## src/rtl/cache_arbiter_pkg.sv

```systemverilog
// Shared types for the split I/D cache to physical-memory arbiter.
package cache_arbiter_pkg;

  localparam int unsigned S_LINE_DEFAULT = 256;
  localparam int unsigned S_ADDR_DEFAULT = 32;

  typedef logic [31:0] rv32i_word;

  // Arbiter FSM states: waiting for a request, or owning pmem for one cache.
  typedef enum logic [1:0] {
    IDLE    = 2'd0,
    SERVE_I = 2'd1,
    SERVE_D = 2'd2
  } arb_state_t;

  // Which cache was granted most recently; used to break ties.
  typedef enum logic {
    PORT_I = 1'b0,
    PORT_D = 1'b1
  } arb_port_t;

  // Round-robin choice between the two caches.
  // A lone requester always wins; on a tie the port that was not served last wins.
  function automatic arb_port_t pick_port(input logic i_req,
                                          input logic d_req,
                                          input arb_port_t last_grant);
    arb_port_t winner;
    if (i_req && d_req) begin
      winner = (last_grant == PORT_I) ? PORT_D : PORT_I;
    end else if (d_req) begin
      winner = PORT_D;
    end else begin
      winner = PORT_I;
    end
    return winner;
  endfunction

endpackage

```

## src/rtl/cache_arbiter_control.sv

```systemverilog
// Arbitration FSM: picks which cache owns pmem and holds that grant until
// pmem completes. Grant selects are registered alongside the state.
module cache_arbiter_control
  import cache_arbiter_pkg::*;
(
  input  logic clk,
  input  logic rst,
  input  logic i_req,
  input  logic d_req,
  input  logic pmem_resp,
  output logic grant_i,
  output logic grant_d
);

  arb_state_t state_q, state_d;
  arb_port_t  last_grant_q, last_grant_d;
  logic       grant_i_q, grant_i_d;
  logic       grant_d_q, grant_d_d;

  // Next-state logic: grant is decided only in IDLE and released only on pmem_resp.
  always_comb begin
    state_d      = state_q;
    last_grant_d = last_grant_q;
    unique case (state_q)
      IDLE: begin
        if (i_req || d_req) begin
          state_d = (pick_port(i_req, d_req, last_grant_q) == PORT_D) ? SERVE_D : SERVE_I;
        end
      end
      SERVE_I: begin
        if (pmem_resp) begin
          state_d      = IDLE;
          last_grant_d = PORT_I;
        end
      end
      SERVE_D: begin
        if (pmem_resp) begin
          state_d      = IDLE;
          last_grant_d = PORT_D;
        end
      end
      default: state_d = IDLE;
    endcase
    grant_i_d = (state_d == SERVE_I);
    grant_d_d = (state_d == SERVE_D);
  end

  // State, round-robin history and grant flops; last_grant resets to I so D wins the first tie.
  always_ff @(posedge clk) begin
    if (rst) begin
      state_q      <= IDLE;
      last_grant_q <= PORT_I;
      grant_i_q    <= 1'b0;
      grant_d_q    <= 1'b0;
    end else begin
      state_q      <= state_d;
      last_grant_q <= last_grant_d;
      grant_i_q    <= grant_i_d;
      grant_d_q    <= grant_d_d;
    end
  end

  assign grant_i = grant_i_q;
  assign grant_d = grant_d_q;

endmodule

```

## src/rtl/cache_arbiter.sv

```systemverilog
// Shares one physical-memory port between the I-cache and D-cache, one line
// transaction at a time, with round-robin tie-breaking.
module cache_arbiter
  import cache_arbiter_pkg::*;
#(
  parameter int unsigned s_line = S_LINE_DEFAULT,
  parameter int unsigned s_addr = S_ADDR_DEFAULT
) (
  input  logic              clk,
  input  logic              rst,
  input  logic              i_pmem_read,
  input  logic              i_pmem_write,
  input  logic [s_addr-1:0] i_pmem_address,
  input  logic [s_line-1:0] i_pmem_wdata,
  output logic              i_pmem_resp,
  output logic [s_line-1:0] i_pmem_rdata,
  input  logic              d_pmem_read,
  input  logic              d_pmem_write,
  input  logic [s_addr-1:0] d_pmem_address,
  input  logic [s_line-1:0] d_pmem_wdata,
  output logic              d_pmem_resp,
  output logic [s_line-1:0] d_pmem_rdata,
  output logic              pmem_read,
  output logic              pmem_write,
  output logic [s_addr-1:0] pmem_address,
  output logic [s_line-1:0] pmem_wdata,
  input  logic              pmem_resp,
  input  logic [s_line-1:0] pmem_rdata
);

  logic i_req;
  logic d_req;
  logic grant_i;
  logic grant_d;

  assign i_req = i_pmem_read | i_pmem_write;
  assign d_req = d_pmem_read | d_pmem_write;

  cache_arbiter_control u_control (
    .clk       (clk),
    .rst       (rst),
    .i_req     (i_req),
    .d_req     (d_req),
    .pmem_resp (pmem_resp),
    .grant_i   (grant_i),
    .grant_d   (grant_d)
  );

  // Route the granted cache to pmem and gate resp back to it; idle drives zeros.
  // If a cache illegally raises read and write together, the write wins.
  always_comb begin
    pmem_read    = 1'b0;
    pmem_write   = 1'b0;
    pmem_address = '0;
    pmem_wdata   = '0;
    i_pmem_resp  = 1'b0;
    d_pmem_resp  = 1'b0;
    if (grant_i) begin
      pmem_write   = i_pmem_write;
      pmem_read    = i_pmem_read & ~i_pmem_write;
      pmem_address = i_pmem_address;
      pmem_wdata   = i_pmem_wdata;
      i_pmem_resp  = pmem_resp;
    end else if (grant_d) begin
      pmem_write   = d_pmem_write;
      pmem_read    = d_pmem_read & ~d_pmem_write;
      pmem_address = d_pmem_address;
      pmem_wdata   = d_pmem_wdata;
      d_pmem_resp  = pmem_resp;
    end
  end

  // Read data is broadcast; only resp tells a cache the line is meant for it.
  assign i_pmem_rdata = pmem_rdata;
  assign d_pmem_rdata = pmem_rdata;

  // A granted cache must keep its request up until it sees resp.
  a_i_holds_request : assert property (@(posedge clk) disable iff (rst) grant_i |-> i_req);
  a_d_holds_request : assert property (@(posedge clk) disable iff (rst) grant_d |-> d_req);

  // Read and write together on one port is illegal.
  a_i_not_rw : assert property (@(posedge clk) disable iff (rst) !(i_pmem_read && i_pmem_write));
  a_d_not_rw : assert property (@(posedge clk) disable iff (rst) !(d_pmem_read && d_pmem_write));

endmodule
```

## config.mk

```make
export PLATFORM = sky130hd
export DESIGN_NAME = cache_arbiter
export DESIGN_NICKNAME = d
export VERILOG_FILES = /design/src/rtl/cache_arbiter_pkg.sv /design/src/rtl/cache_arbiter_control.sv /design/src/rtl/cache_arbiter.sv
export SDC_FILE = /design/constraint.sdc
export NUM_CORES = 1
export LEC_CHECK = 0
export CAP_MARGIN = 20
export CORE_AREA = 2 2 636 638
export CTS_BUF_LIST = sky130_fd_sc_hd__clkbuf_8
export CTS_CLUSTER_DIAMETER = 40
export CTS_CLUSTER_SIZE = 20
export DETAILED_ROUTE_END_ITERATION = 16
export DIE_AREA = 0 0 638 640
export GPL_ROUTABILITY_DRIVEN = 1
export HOLD_SLACK_MARGIN = 0.12
export SKIP_LAST_GASP = 1
export SYNTH_ARGS = -nofsm -noshare
export SYNTH_HDL_FRONTEND = slang
export SYNTH_SLANG_ARGS = --single-unit
```

## constraint.sdc

```tcl
create_clock -name clk -period 1.5 [get_ports clk]
set_clock_uncertainty 0.15 [all_clocks]
set_input_delay 0.225 -clock clk [delete_from_list [all_inputs] [get_ports clk]]
set_output_delay 0.225 -clock clk [all_outputs]
set_load 0.005 [all_outputs]
```

==> results of run 1 <==
-- power groups by stage --
stage / logic, mW / registers, mW / clock network, mW
2_1_floorplan: 2.87 / 0.164 / 0
3_3_place_gp: 10.6 / 0.167 / 0
3_5_place_dp: 10.7 / 0.168 / 0
4_1_cts: 12.0 / 0.164 / 0.249
5_1_grt: 13.0 / 0.167 / 0.260
6_report: 12.5 / 0.165 / 0.246
-- sequential cells by signal, summed over array words and instances, names as in the netlist --
register                cells
u_control.state_q           2
u_control.grant_d           1
u_control.grant_i           1
u_control.last_grant_q      1
-- layout make-up --
class / count / area (um2)
Clock buffer: 3 / 41.3
Tap cell: 5287 / 6620
Antenna cell: 86 / 215
Clock inverter: 1 / 3.75
Fill cell: 46900 / 377000
Sequential cell: 5 / 108
Timing Repair Buffer: 1024 / 13200
Inverter: 2 / 7.51
Multi-Input combinational cell: 323 / 3970
-- cell usage in the layout (no fill, tap or decap), types with 2 or more instances in the layout --
cell type	instances
dfxtp_2	3
dlygate4sd2_1	5
nand3b_1	2
dlymetal6s2s_1	7
clkbuf_2	16
nor2_1	2
ha_1	3
and2_4	2
clkbuf_8	3
buf_6	37
diode_2	86
buf_8	12
clkbuf_16	14
inv_2	2
o21ai_0	2
nand2_1	3
buf_12	254
a22o_1	158
buf_4	52
buf_16	25
buf_2	24
clkdlybuf4s50_1	577
a22o_4	129
nand2_2	3
-- kinds of logic (layout without fill, tap and decap cells) --
group,count (synthesis),after routing
buf+inv,579,1030
compound gates,298,298
simple gates,21,21
flops,5,5
fa+ha+maj,4,4
other cells,0,86
-- per-stage QoR --
stage               TNS, ns  total power, mW  hold WS [ns]  util (%)  instances
global route        -186.02             13.4         0.300      6.00       6698
finish              -172.79             12.9         0.300      6.03       6731
detailed placement  -154.31             10.8         0.300      5.24       6553
global placement    -149.16             10.8         0.300      5.24       6553
floorplan           -0.0362             3.04         0.144         -        907
CTS                 -193.14             12.4         0.300      5.71       6613
-- per-layer routing --
layer / GRT usage (%) / vias up / share of wire, %
li1: - / 3781 / -
met1: 11.9 / 5064 / 24
met2: 27.6 / 2502 / 44
met3: 22.3 / 815 / 27
met4: 6.36 / 182 / 4.8
met5: 1.12 / - / 0.47
-- worst max path at each step --
| stage | from | to | slack [ns] | depth (start not counted) |
|---|---|---|---|---|
| after floorplan | u_control.state_q[0] | u_control.grant_i | -0.04 | 5 |
| after global placement | u_control.grant_i | pmem_wdata[91] | -0.78 | 6 |
| after detailed placement | u_control.grant_i | pmem_wdata[91] | -0.78 | 6 |
| after CTS | u_control.grant_i | pmem_wdata[163] | -0.77 | 6 |
| after global routing | u_control.grant_i | pmem_wdata[20] | -0.72 | 7 |
| final | u_control.grant_i | pmem_wdata[205] | -0.69 | 7 |
-- what timing repair did --
action                     CTS  global route
setup endpoints to repair  295           295
pin swaps                   23            34
buffers inserted            41            28
resized for setup          270           187
gates cloned                18            17
==> metrics.yaml, run 1 <==
worst_path_max_delay_cell: "dfxtp_4"
dp_hpwl_um: 354000
die_w_um: 638
synthAdderAreaFrac_pct: 0.697
synth-seq-cells: 5
syn_nets: 1750
worst_path_most_repeated_cell: "buf_12"
p_switching_mw: 5.85
seq_area_frac_synth_pct: 1.39
cts_tree: "yes"
vias: 12300
dpl_cell_area_um2: 21000
cts_buffers: 3
initial_core_util_pct: 1.79
wl_per_cell_um: 55.6
critPathTopFamily: "buffers and inverters"
synth_top_cells_by_area: "buf_4 54%, a22o_1 35%, buf_6 3.5%"
status: "complete, but fails checks"
max_cap_violations: 0
place.gp.congestion: 0.962
setup_ws_ns: -0.693
period_share_pct: 146
violations: "setup timing"
power.leakage_nw: 7.80
stdcell_area_um2: 24200
worstHoldStart: "pmem_rdata[242]"
synthMuxAreaShare_pct: 0
clockRootBuffer: "clkbuf_8"
worstMarginPinSlew_ns: 0.735
yosys.area_share.simple_pct: 1.80
synth_xor_xnor_area_share_pct: 0
r2r_end: "u_control.grant_i"
grt_pass1_vias: 10300
ant_nets: 0
ys_warn_count: 0
die_h_um: 640
p_comb_share_pct: 96.8
switching_share_pct: 45.3
std_cell_rows: 233
clk_latency_ns: 0.23
arrival_ns: 1.82
endpoint_kind: "primary output"
yosysMostFrequentCell: "buf_4"
drive_gt1_share_pct: 43.1
grt_pass1_wl_um: 395000
p_per_area_nw_per_um2: 533
synth_compound_area_share_pct: 36.2
r2r_start: "u_control.state_q[1]"
coreArea_um2: 401000
synthCells: 907
postCtsHoldBufs: 0
dr.pass1.iters: 6
required_ns: 1.12
ios: 1643
viasPerCell: 1.83
grt_antenna_before_repair: 340
hold_viol: 0
worstHoldPathCells: 0
drt_wl_total_um: 374000
crit_type: "register to primary output"
syn_to_final_growth_pct: 237
syn_area_per_cell_um2: 7.91
yosys-top-cells-count: "513 x buf_4, 287 x a22o_1, 25 x clkbuf_1"
clkPwrFrac_pct: 1.9
final-setup-viol-count: 294
r2r_setup_slack_ns: -0.03
synth_edf_count: 0
relSlewSlack_pct: 50.8
power_frac_seq_pct: 1.3
worst-r2r-cell-count: 5
path_cells: "buf_12 -> buf_12 -> buf_16 -> buf_12 -> clkbuf_16 -> a22o_4 -> buf_12"
synth.distinct_cells: 29
cts_max_level: 1
dieArea_um2: 408000
post-place-ws_ns: -0.784
grt-ovfl-total: 0
first_iter_violations: 888
holdPathEnd: "i_pmem_rdata[242]"
max_stage_delay_ns: 0.35
syn-cell-area_um2: 7180
p_int_mw: 7.05
fin_crit_ns: 2.19
max_freq_mhz: 456
async_flop_share_pct: 0
hp-class: "primary input to primary output"
final_nets: 2202
cts_max_path_buffers: 2
grt_max_degree: 28
path_buf_inv: 6
io_buffers: 874
rsz0062_at_grt: "true"
yosysTopAreaCellShare_pct: 53.7
drc_errors: 0
synth-main-ff-cell: "dfxtp_1"
grt.total_usage_pct: 17.5
yosys.area.top_type: "buf_4"
critical_path.max_fanout: 6
cts_sinks: 5
slew_viol_final: 0
synth_top_family_by_area: "buffers and inverters"
cp-start-kind: "register"
max-vdd-ir-drop_v: 0.000247
clk_pin_slew_ns: 0.04
Note: power is estimated with default switching activity, not from simulation.
==> run 2: changes to the inputs <==
Settings changed: MAX_ROUTING_LAYER from default to met4.
==> metrics.yaml, run 2 (synthesized netlist as in run 1, its figures left out) <==
dpl_cell_area_um2: 21000  # unchanged
tns_ns: -171.08  # +1.72 ns
stdcell_area_um2: 24600  # +1.7%
clockRootBuffer: "clkbuf_8"
drive_gt1_share_pct: 44.4  # +1.4 points
setup_ws_ns: -0.691  # +0.00220 ns
max-vdd-ir-drop_v: 0.000244  # -1.4%
max_freq_mhz: 456  # +0.10%
initial_core_util_pct: 1.79  # unchanged
dr.pass1.iters: 6  # unchanged
final_nets: 2201  # -0.045%
final-setup-viol-count: 294  # unchanged
slew_viol_final: 0  # unchanged
p_comb_share_pct: 96.9  # about the same
final_common_cell: "clkdlybuf4s50_1"
grt_pass1_wl_um: 395000  # about the same
wl_per_cell_um: 54.8  # -1.3%
clk_latency_ns: 0.22  # about the same
largest_register_ffs: 2  # unchanged
hold_viol: 0  # unchanged
power_frac_seq_pct: 1.3  # about the same
r2r_start: "u_control.state_q[1]"
holdPathEnd: "i_pmem_rdata[242]"
period_share_pct: 146  # -0.15 points
critical_path.max_fanout: 13  # +7
ant_nets: 0  # unchanged
power.leakage_nw: 7.89  # +1.1%
crit_type: "register to primary output"
post-place-ws_ns: -0.784  # unchanged
grt.total_usage_pct: 18.0  # +0.51 points
status: "complete, but fails checks"
vias: 12200  # -1.3%
cts_tree: "yes"
place.gp.congestion: 0.982  # +2.1%
std_cell_rows: 233  # unchanged
p_switching_mw: 5.85  # about the same
die_w_um: 638  # unchanged
syn_to_final_growth_pct: 243
grt-ovfl-total: 0  # unchanged
grt_max_degree: 28  # unchanged
coreArea_um2: 401000  # unchanged
whs_ns: 0.300  # +0.00000300 ns
io_buffers: 874  # unchanged
drt_wl_total_um: 374000  # about the same
grt_antenna_before_repair: 338  # -0.59%
p_per_area_nw_per_um2: 529  # -0.74%
ios: 1643  # unchanged
cp-start-kind: "register"
grt_pass1_vias: 10200  # -0.79%
hp-class: "primary input to primary output"
postCtsHoldBufs: 0  # unchanged
p_int_mw: 7.17  # +1.7%
clkPwrFrac_pct: 1.9  # about the same
fin_crit_ns: 2.19  # -0.00220 ns
r2r_end: "u_control.grant_i"
violations: "setup timing"
worstHoldPathCells: 0  # unchanged
final_util_pct: 6.13  # +0.10 points
viasPerCell: 1.79  # -2.6%
max_cap_violations: 0  # unchanged
cts_max_path_buffers: 2  # unchanged
worst-r2r-cell-count: 5  # unchanged
final_cell_mix: "577 x clkdlybuf4s50_1, 256 x buf_12, 146 x a22o_4"
endpoint_kind: "primary output"
arrival_ns: 1.82  # about the same
required_ns: 1.12  # about the same
regMostFlops: "u_control.state_q"
nFillCells: 46900  # -0.089%
clk_pin_slew_ns: 0.04  # about the same
rsz0062_at_grt: "true"
worstHoldStart: "pmem_rdata[242]"
dieArea_um2: 408000  # unchanged
dp_hpwl_um: 354000  # unchanged
switching_share_pct: 44.9  # -0.40 points
die_h_um: 640  # unchanged
worstMarginPinSlew_ns: 0.670  # -0.0653 ns
first_iter_violations: 907  # +2.1%
cts_sinks: 5  # unchanged
cts_max_level: 1  # unchanged
drc_errors: 0  # unchanged
cts_buffers: 3  # unchanged
r2r_setup_slack_ns: -0.04  # about the same
relSlewSlack_pct: 55.2  # +4.4 points
-- run 2: metrics by stage --
| stage | instances | power, mW |
|---|---|---|
| after floorplan | 907 | 3.04 |
| after global placement | 6553 | 10.8 |
| after detailed placement | 6553 | 10.8 |
| after CTS | 6613 | 12.4 |
| after global routing | 6801 | 13.6 |
| final | 6821 | 13.0 |
-- run 2: worst max-delay path, stage by stage (launching register included) --
cell	delay [ns]
dfxtp_4	0.35
buf_12	0.12
buf_12	0.13
buf_16	0.17
buf_16	0.18
buf_16	0.16
a22o_1	0.26
buf_12	0.16
-- run 2: worst max-delay path by stage --
stage / cells after the start / end / from / slack (ns)
global route: 8 / pmem_wdata[29] / u_control.grant_d / -0.72
detailed placement: 6 / pmem_wdata[91] / u_control.grant_i / -0.78
floorplan: 5 / u_control.grant_i / u_control.state_q[0] / -0.04
finish: 7 / pmem_wdata[27] / u_control.grant_i / -0.69
global placement: 6 / pmem_wdata[91] / u_control.grant_i / -0.78
CTS: 6 / pmem_wdata[163] / u_control.grant_i / -0.77
-- run 2: cell type report --
type	count	area [um2]	area share, %
Sequential cell	5	108	0.437
Clock buffer	3	41.3	0.168
Antenna cell	177	443	1.80
Inverter	2	7.51	0.0305
Clock inverter	1	3.75	0.0153
Timing Repair Buffer	1023	13300	53.9
Tap cell	5287	6620	26.9
Multi-Input combinational cell	323	4120	16.8
-- run 2: timing repair --
item	in CTS	in global routing
cloned	18	16
endpoints found under the setup margin	295	295
buffers inserted	41	28
pin swaps	23	40
gates resized for setup	270	217
-- run 2: layer usage --
layer | share of wire [%] | global-route usage, %
met1 | 23 | 11.9
met4 | 4.6 | 6.26
met5 | 0 | -
met3 | 28 | 22.5
met2 | 44 | 27.6
-- run 2: power by group through the flow --
stage / clock, mW / sequential, mW / combinational [mW]
after CTS: 0.249 / 0.164 / 12.0
after global placement: 0 / 0.167 / 10.6
final: 0.245 / 0.165 / 12.6
after floorplan: 0 / 0.164 / 2.87
after detailed placement: 0 / 0.168 / 10.7
after global routing: 0.263 / 0.167 / 13.2
